[src/rtl/axis_acc_pkg.sv]
// rtl/axis_acc_pkg.sv - shared state type, default widths and lane-sum width helper for axis_lane_accumulator
package axis_acc_pkg;

   typedef enum logic [1:0] {
      IDLE  = 2'd0,
      ACCUM = 2'd1,
      OUT   = 2'd2
   } acc_state_e;

   localparam int DEF_DATA_W    = 32;
   localparam int DEF_LANES     = 2;
   localparam int DEF_ACC_W     = 32;
   localparam int DEF_MAX_BEATS = 10;

   // Width that holds the full sum of all lanes of one beat without loss.
   function automatic int lane_sum_w(input int data_w, input int lanes);
      return data_w + $clog2(lanes);
   endfunction

endpackage

[src/rtl/lane_adder_tree.sv]
// rtl/lane_adder_tree.sv - combinational balanced adder tree summing LANES unsigned DATA_W lanes
module lane_adder_tree
   import axis_acc_pkg::*;
#(
   parameter int DATA_W = DEF_DATA_W,
   parameter int LANES  = DEF_LANES,
   localparam int SUM_W = lane_sum_w(DATA_W, LANES)
) (
   input  logic [LANES*DATA_W-1:0] lanes,
   output logic [SUM_W-1:0]        sum
);

   localparam int LEVELS = $clog2(LANES);
   localparam int NODES  = 1 << LEVELS;

   logic [SUM_W-1:0] node [NODES];

   // Leaves are padded to a power of two; each level halves the live node count in place.
   always_comb begin
      for (int i = 0; i < LANES; i++) begin
         node[i] = SUM_W'(lanes[i*DATA_W +: DATA_W]);
      end
      for (int i = LANES; i < NODES; i++) begin
         node[i] = '0;
      end
      for (int lvl = 0; lvl < LEVELS; lvl++) begin
         for (int i = 0; i < (NODES >> (lvl + 1)); i++) begin
            node[i] = node[2*i] + node[2*i+1];
         end
      end
      sum = node[0];
   end

endmodule

[src/rtl/axis_lane_accumulator.sv]
// rtl/axis_lane_accumulator.sv - per-packet lane-sum accumulator, stream in / one result out; AXIS_ACC_SATURATE_EN clamps on overflow
module axis_lane_accumulator
   import axis_acc_pkg::*;
#(
   parameter int DATA_W    = DEF_DATA_W,
   parameter int LANES     = DEF_LANES,
   parameter int ACC_W     = DEF_ACC_W,
   parameter int MAX_BEATS = DEF_MAX_BEATS,
   localparam int CNT_W    = $clog2(MAX_BEATS + 1)
) (
   input  logic                    aclk,
   input  logic                    areset,
   input  logic [LANES*DATA_W-1:0] s_axis_tdata,
   input  logic                    s_axis_tvalid,
   output logic                    s_axis_tready,
   input  logic                    s_axis_tlast,
   output logic [ACC_W-1:0]        m_axis_tdata,
   output logic                    m_axis_tvalid,
   input  logic                    m_axis_tready,
   output logic [CNT_W:0]          m_axis_tuser
);

   localparam int               SUM_W   = lane_sum_w(DATA_W, LANES);
   localparam logic [CNT_W-1:0] MAX_CNT = CNT_W'(MAX_BEATS);

   acc_state_e       state;
   acc_state_e       state_next;
   logic [ACC_W-1:0] acc;
   logic [ACC_W-1:0] acc_next;
   logic [CNT_W-1:0] cnt;
   logic [CNT_W-1:0] cnt_inc;
   logic             ovf;
   logic             ovf_next;
   logic             beat_ovf;
   logic             trunc_ovf;
   logic [SUM_W-1:0] lane_sum;
   logic [ACC_W-1:0] addend;
   logic [ACC_W:0]   sum_wide;
   logic             s_ready_q;
   logic             s_hs;
   logic             m_hs;
   logic             term;
   logic [ACC_W-1:0] m_data_q;
   logic [CNT_W:0]   m_user_q;

   lane_adder_tree #(
      .DATA_W (DATA_W),
      .LANES  (LANES)
   ) u_lane_adder_tree (
      .lanes (s_axis_tdata),
      .sum   (lane_sum)
   );

   // A lane sum wider than the accumulator loses its upper bits; that loss counts as overflow.
   generate
      if (SUM_W > ACC_W) begin : g_trunc
         assign addend    = lane_sum[ACC_W-1:0];
         assign trunc_ovf = |lane_sum[SUM_W-1:ACC_W];
      end else begin : g_ext
         assign addend    = ACC_W'(lane_sum);
         assign trunc_ovf = 1'b0;
      end
   endgenerate

   assign s_hs     = s_axis_tvalid & s_ready_q;
   assign m_hs     = (state == OUT) & m_axis_tready;
   assign cnt_inc  = cnt + 1'b1;
   assign term     = s_axis_tlast | (cnt_inc == MAX_CNT);
   assign sum_wide = {1'b0, acc} + {1'b0, addend};
   assign beat_ovf = sum_wide[ACC_W] | trunc_ovf;
   assign ovf_next = ovf | beat_ovf;

`ifdef AXIS_ACC_SATURATE_EN
   // Once clamped, the sticky flag keeps the accumulator pinned until the packet ends.
   assign acc_next = ovf_next ? {ACC_W{1'b1}} : sum_wide[ACC_W-1:0];
`else
   assign acc_next = sum_wide[ACC_W-1:0];
`endif

   always_comb begin
      state_next = state;
      case (state)
         IDLE:    if (s_hs) state_next = term ? OUT : ACCUM;
         ACCUM:   if (s_hs && term) state_next = OUT;
         OUT:     if (m_hs) state_next = IDLE;
         default: state_next = IDLE;
      endcase
   end

   always_ff @(posedge aclk or posedge areset) begin
      if (areset) begin
         state <= IDLE;
      end else begin
         state <= state_next;
      end
   end

   // acc/cnt/ovf are cleared as the result is captured, so the next packet's first beat loads.
   always_ff @(posedge aclk or posedge areset) begin
      if (areset) begin
         acc       <= '0;
         cnt       <= '0;
         ovf       <= 1'b0;
         s_ready_q <= 1'b0;
         m_data_q  <= '0;
         m_user_q  <= '0;
      end else begin
         s_ready_q <= (state_next != OUT);
         if (s_hs) begin
            if (term) begin
               acc      <= '0;
               cnt      <= '0;
               ovf      <= 1'b0;
               m_data_q <= acc_next;
               m_user_q <= {ovf_next, cnt_inc};
            end else begin
               acc <= acc_next;
               cnt <= cnt_inc;
               ovf <= ovf_next;
            end
         end
      end
   end

   assign s_axis_tready = s_ready_q;
   assign m_axis_tvalid = (state == OUT);
   assign m_axis_tdata  = m_data_q;
   assign m_axis_tuser  = m_user_q;

endmodule

[config.mk]
export PLATFORM = sky130hd
export DESIGN_NAME = axis_lane_accumulator
export DESIGN_NICKNAME = d
export VERILOG_FILES = /design/src/rtl/axis_acc_pkg.sv /design/src/rtl/lane_adder_tree.sv /design/src/rtl/axis_lane_accumulator.sv
export SDC_FILE = /design/constraint.sdc
export NUM_CORES = 1
export LEC_CHECK = 0
export ABC_CLOCK_PERIOD_IN_PS = 3400
export CELL_PAD_IN_SITES_DETAIL_PLACEMENT = 1
export CELL_PAD_IN_SITES_GLOBAL_PLACEMENT = 1
export CORE_ASPECT_RATIO = 0.5
export CORE_MARGIN = 2
export CORE_UTILIZATION = 42
export CTS_CLUSTER_SIZE = 8
export DETAILED_ROUTE_END_ITERATION = 12
export GPL_TIMING_DRIVEN = 0
export PLACE_DENSITY_LB_ADDON = 0.1
export SLEW_MARGIN = 20
export SYNTH_ARGS = -nofsm -noshare
export SYNTH_HDL_FRONTEND = slang
export SYNTH_SLANG_ARGS = --single-unit
[constraint.sdc]
create_clock -name aclk -period 3.4 [get_ports aclk]
set_input_delay 1.02 -clock aclk [delete_from_list [all_inputs] [get_ports aclk]]
set_output_delay 1.02 -clock aclk [all_outputs]
set_load 0.01 [all_outputs]
==> summary.md, run 1 <==
| Metric | Value |
|---|---|
| Outcome | stopped before the end |
| Stop stage | global routing |
| Err | [ERROR GRT-0232] Routing congestion too high. Check the congestion heatmap in the GUI. |
| Root Buffer Master | clkbuf_16 |
| # rows | 32 |
| Num CTS Buffers | 9 |
| Asr flop ratio synth | 100% |
| Distinct cells, synth | 79 |
| Remaining global-route overflow | ~140 |
| EDFF count, synth | 0 |
| Number of I/O pins | 108 |
| Synth Register Bits | 77 |
| Syn. warnings | 0 |
| Initial antenna violation count | 4 |
| PortBufs | 107 |
| Syn Nets | a little under 900 |
| Gr usage total | 73.5% |
| Die Wd | approximately 180 um |
| Synth Area per Inst | approximately 9 sq um |
| DP HPWL | between 15000 and 20000 um |
| Post-GRT worst EP | m_axis_tdata[31]$_DFFE_PP0P_/D |
| Gate count after technology mapping | 758 |
| Die Span Y | slightly above 90 um |
| Worst endpoint type | register input |
| Mapped Area | 6650 sq um |
| GP Congestion | about 0.9 |
| Register area share after synthesis | between 20 and 30% |
| H-tree depth | 3 |
| Bufs on Longest Clock Path | 2 |
| Clock sinks | 77 |
| Top FF cell, synth | dfrtp_1 |
| Largest net degree at the start of global routing | 57 |
| Initial Util | a little over two fifths |
## per-layer routing
layer	GRT overflow	global-route usage (%)
met1	1	74.0
met2	87	94.3
met3	1	52.2
met4	52	76.7
met5	0	19.4
## cells in the mapped netlist (11+ instances only)
cell | number | area [sq um]
nand2_1 | 85 | 319
dfrtp_1 | 77 | 1930
a21oi_1 | 75 | 375
ha_1 | 66 | 826
o21ai_0 | 51 | 255
nor2_1 | 42 | 158
xnor2_1 | 38 | 333
a22o_1 | 27 | 236
mux2_2 | 24 | 270
a21o_1 | 23 | 173
inv_1 | 21 | 78.8
nand3_1 | 20 | 100
xor2_1 | 17 | 149
clkbuf_1 | 14 | 52.6
nand4_1 | 14 | 87.6
nor3_1 | 11 | 55.1
## repair_timing
item	in CTS
endpoints found under the setup margin	56
hold buffers	0
setup buffers	91
pin swaps	114
gates resized for setup	315
## through the flow
step	instance area, sq um	hold slack, ns	std cells	TNS (ns)	worst slack, ns
3_3_place_gp	8300	0.433	1069	-150.62	-2.24
4_1_cts	10400	0.454	1169	-37.02	-1.25
3_5_place_dp	8330	0.447	1070	-85.82	-2.35
2_1_floorplan	6970	0.423	758	-26.92	-1.11
## cell families after synthesis
kind of cell | synth area share, %
buffers and inverters | 3.27
adder cells (fa/ha/maj) | 13.0
AND/OR/NAND/NOR | 15.2
multiplexers | 5.11
AO/OA/AOI/OAI | 27.2
XOR/XNOR | 7.24
flip-flops | 29.0
==> run 2: changes to the inputs <==
- CELL_PAD_IN_SITES_DETAIL_PLACEMENT: 1 -> unset
- CELL_PAD_IN_SITES_GLOBAL_PLACEMENT: 1 -> unset
- CORE_ASPECT_RATIO: 0.5 -> unset
- CORE_UTILIZATION: 42 -> 35
- CTS_CLUSTER_SIZE: 8 -> unset
- PLACE_DENSITY_LB_ADDON: 0.1 -> 0.15
==> summary.md, run 2 <==
| Metric | Value |
|---|---|
| Clock sinks | 77 (unchanged) |
| Worst-Margin Slew | ~0.73 ns |
| Power density of the placed cells | 775 nW/um^2 |
| Most instantiated library cell after synthesis | nand2_1 |
| Final non-filler cell total | approximately 1200 |
| Gate power share | 68.0% |
| Register area share after synthesis | 29.0% (unchanged) |
| NetSw | 3.49 mW |
| R2r endpoint | m_axis_tdata[28] |
| Root Buffer Master | clkbuf_16 |
| Clk slew on worst S/H paths | 0.06 ns |
| Top FF cell, synth | dfrtp_1 |
| R2R depth | 10 |
| Worst setup path startpoint | s_axis_tdata[32] |
| EDFF count, synth | 0 (unchanged) |
| Clock Skew | just under 0.008 ns |
| Max cap viols | 0 |
| Failing checks | setup timing |
| Gr usage total | about a fifth |
| Critical Path Sink Type | flop |
| Syn. warnings | 0 (unchanged) |
| Bufs on Longest Clock Path | 2 (unchanged) |
| Clock power frac | between 10% and 20% |
| Remaining antenna violation count after routing | 0 |
| Remaining global-route overflow | 0 |
| Net Sw Frac | 42.8% |
| Met1 Usage GRT | between 20% and 30% |
| Gate count after technology mapping | 758 (unchanged) |
| Post-synth top cells | 85 x nand2_1, 77 x dfrtp_1, 75 x a21oi_1, 66 x ha_1, 51 x o21ai_0 |
| Initial antenna violation count | 0 |
| Clk_lat worst skew | 0.35 ns |
| Die Wd | 142 um (-22%) |
| Asr flop ratio synth | 100% (unchanged) |
| Gr busiest metal | met2 |
| Synth top area cells | dfrtp_1 29%, ha_1 12%, a21oi_1 5.6% |
| GP Congestion | 0.873 (-2.7%) |
| Top-area cell type share of the netlist area | 29.0% (unchanged) |
| Routed wire length | 21600 um |
| N_diodes | 0 |
| Met2 GRT Util | between 30% and 40% |
| Hold Violations, Final | 0 |
| Routed len/inst | 17.9 um |
| Number of I/O pins | 108 (unchanged) |
| Die area | between 20000 and 25000 sq um |
| P_int | 4.68 mW |
| Power Total | approximately 8.2 mW |
| DR vias | 6651 |
| Startpoint types | input pin |
| Place WS | -2.20 ns (+0.144 ns) |
| Hold/Removal Path Class | reg2reg |
| Final net count | about 1100 |
| Outcome | finished, violations left |
| Reg2Reg Launch Point | acc[0] |
| Largest net degree at the start of global routing | a little under 50 |
| Die Span Y | 142 um (+53%) |
| Synth Register Bits | 77 (unchanged) |
| Core Region | between 15000 and 20000 sq um |
| Placed insts | 1100 (+2.8%) |
| Drt pass-1 iters | 7 |
| Number of global-route vias before repair | 6398 |
| First DRT Iteration DRCs | around 340 |
| Critical path type | in2reg |
| Worst R2R Setup Slack | about 0.67 ns |
| H-tree depth | 3 (unchanged) |
| Worst setup path end | m_axis_tdata[31] |
| Synth Area per Inst | 8.78 sq um (unchanged) |
| Hold WS | 0.445 ns |
| Most frequent cells in the layout | 77 x buf_4, 77 x dfrtp_1, 75 x nand2_1 |
| Crit path time final | between 4 and 5 ns |
| Area Growth Syn to Fin | 58.4% |
| First-pass GRT wire length | ~34000 um |
| Worst VDD drop | 0.407 mV |
| Pins Over Slew Limit | 0 |
| CTS tree | done |
| Period utilization | 136% |
| # rows | 50 (+56%) |
| Worst Path Arrival | ~4.9 ns |
| Flop pwr share | between 10% and 20% |
| M3 GR Usage | roughly 2.6% |
| DP HPWL | 15200 um (-12%) |
| Num CTS Buffers | 9 (unchanged) |
| Initial Util | 35.6% (-7.5 points) |
| Via-to-Cell Ratio | approximately 5.5 |
| Distinct cells, synth | 79 (unchanged) |
| Pleak | approximately 4.5 nW |
| F_max | about 220 MHz |
| Dominant cell type by area after synthesis | dfrtp_1 |
| Syn Nets | 895 (unchanged) |
| Required @ worst endpoint | about 3.6 ns |
| Residual DRC count | 0 |
| Placed Area | 8360 sq um (+0.45%) |
| # hold bufs at CTS | 0 (unchanged) |
| Rel. slew slack | between 50 and 60% |
| Mapped Area | 6650 sq um (unchanged) |
| Worst-path fanout max | 4 |
| Setup violations, final | 54 |
| Share of cells above drive strength 1 | roughly 37% |
| Setup ws final | -1.24 ns |
| RSZ-0062 raised after global routing | yes |
| PortBufs | 107 (unchanged) |
| Finished Cell Area | 10500 sq um |
## run 2: cell counts after synthesis
No cell type changed its count.
## run 2: worst max-delay path, stage by stage
cell       delay [ns]
buf_8            0.07
ha_4             0.12
inv_2            0.03
fa_2             0.36
nor2b_4          0.16
o2111ai_4        0.14
a21boi_4         0.27
buf_6            0.14
buf_6            0.08
a31o_4           0.19
a41o_1           0.24
xor2_2           0.19
ha_1             0.30
nand4_1          0.16
or3_4            0.15
nor2b_2          0.03
or4_4            0.42
a211o_1          0.35
xor2_2           0.17
mux2_4           0.26
## run 2: cell families after synthesis
kind of cell	count (synthesis)	share of synthesized area (%)
adders and majority gates	68	13.0
DFF	77	29.0
and+or+nand+nor	214	15.2
buffers and inverters	50	3.27
xor gates and xnor gates	55	7.24
AOI/OAI and AO/OA	263	27.2
muxes	31	5.11
## run 2: per-layer routing
metal  wire length (um)  vias up
met1               9830     3209
met5                  0        -
met4                485        0
met3                806       31
li1                   -     3248
met2              10500      163
## run 2: how the worst min path moves through the flow
stage                     endpoint  startpoint  depth (start not counted)
after floorplan           state[0]    state[1]                          1
after global routing      state[0]    state[1]                          1
final                     state[0]    state[1]                          1
after CTS                 state[0]    state[1]                          1
after detailed placement  state[0]    state[1]                          1
after global placement    state[0]    state[1]                          1
## run 2: layout make-up
| cell class | count | area, sq um |
|---|---|---|
| clock buffer | 9 | 225 |
| clock inverter | 6 | 88.8 |
| fill | 1628 | 8170 |
| timing repair buffer | 203 | 1840 |
| sequential | 77 | 1930 |
| tap | 234 | 293 |
| buffer | 24 | 155 |
| multi-input combinational | 631 | 5930 |
| inverter | 21 | 81.3 |
## run 2: through the flow
stage / TNS [ns] / utilization [%]
floorplan: -26.92 / -
global placement: -163.84 / 44.6
detailed placement: -84.71 / 44.7
CTS: -37.31 / 53.0
global route: -49.38 / 56.3
finish: -42.00 / 56.3
## run 2: power by group through the flow
stage               clock, mW  combinational [mW]  sequential (mW)
finish                   1.05                5.55             1.57
floorplan                   0                2.79             1.60
global route             1.11                5.96             1.61
global placement            0                4.09             1.56
detailed placement          0                4.11             1.56
CTS                      1.07                4.95             1.56
## run 2: timing repair
item                       4_1_cts  5_1_grt
setup endpoints to repair       56       54
pin swaps                      101       65
resized for setup              242       83
gates cloned                     0        0
setup buffers                   68       28
Note: power is estimated with default switching activity, not from simulation.
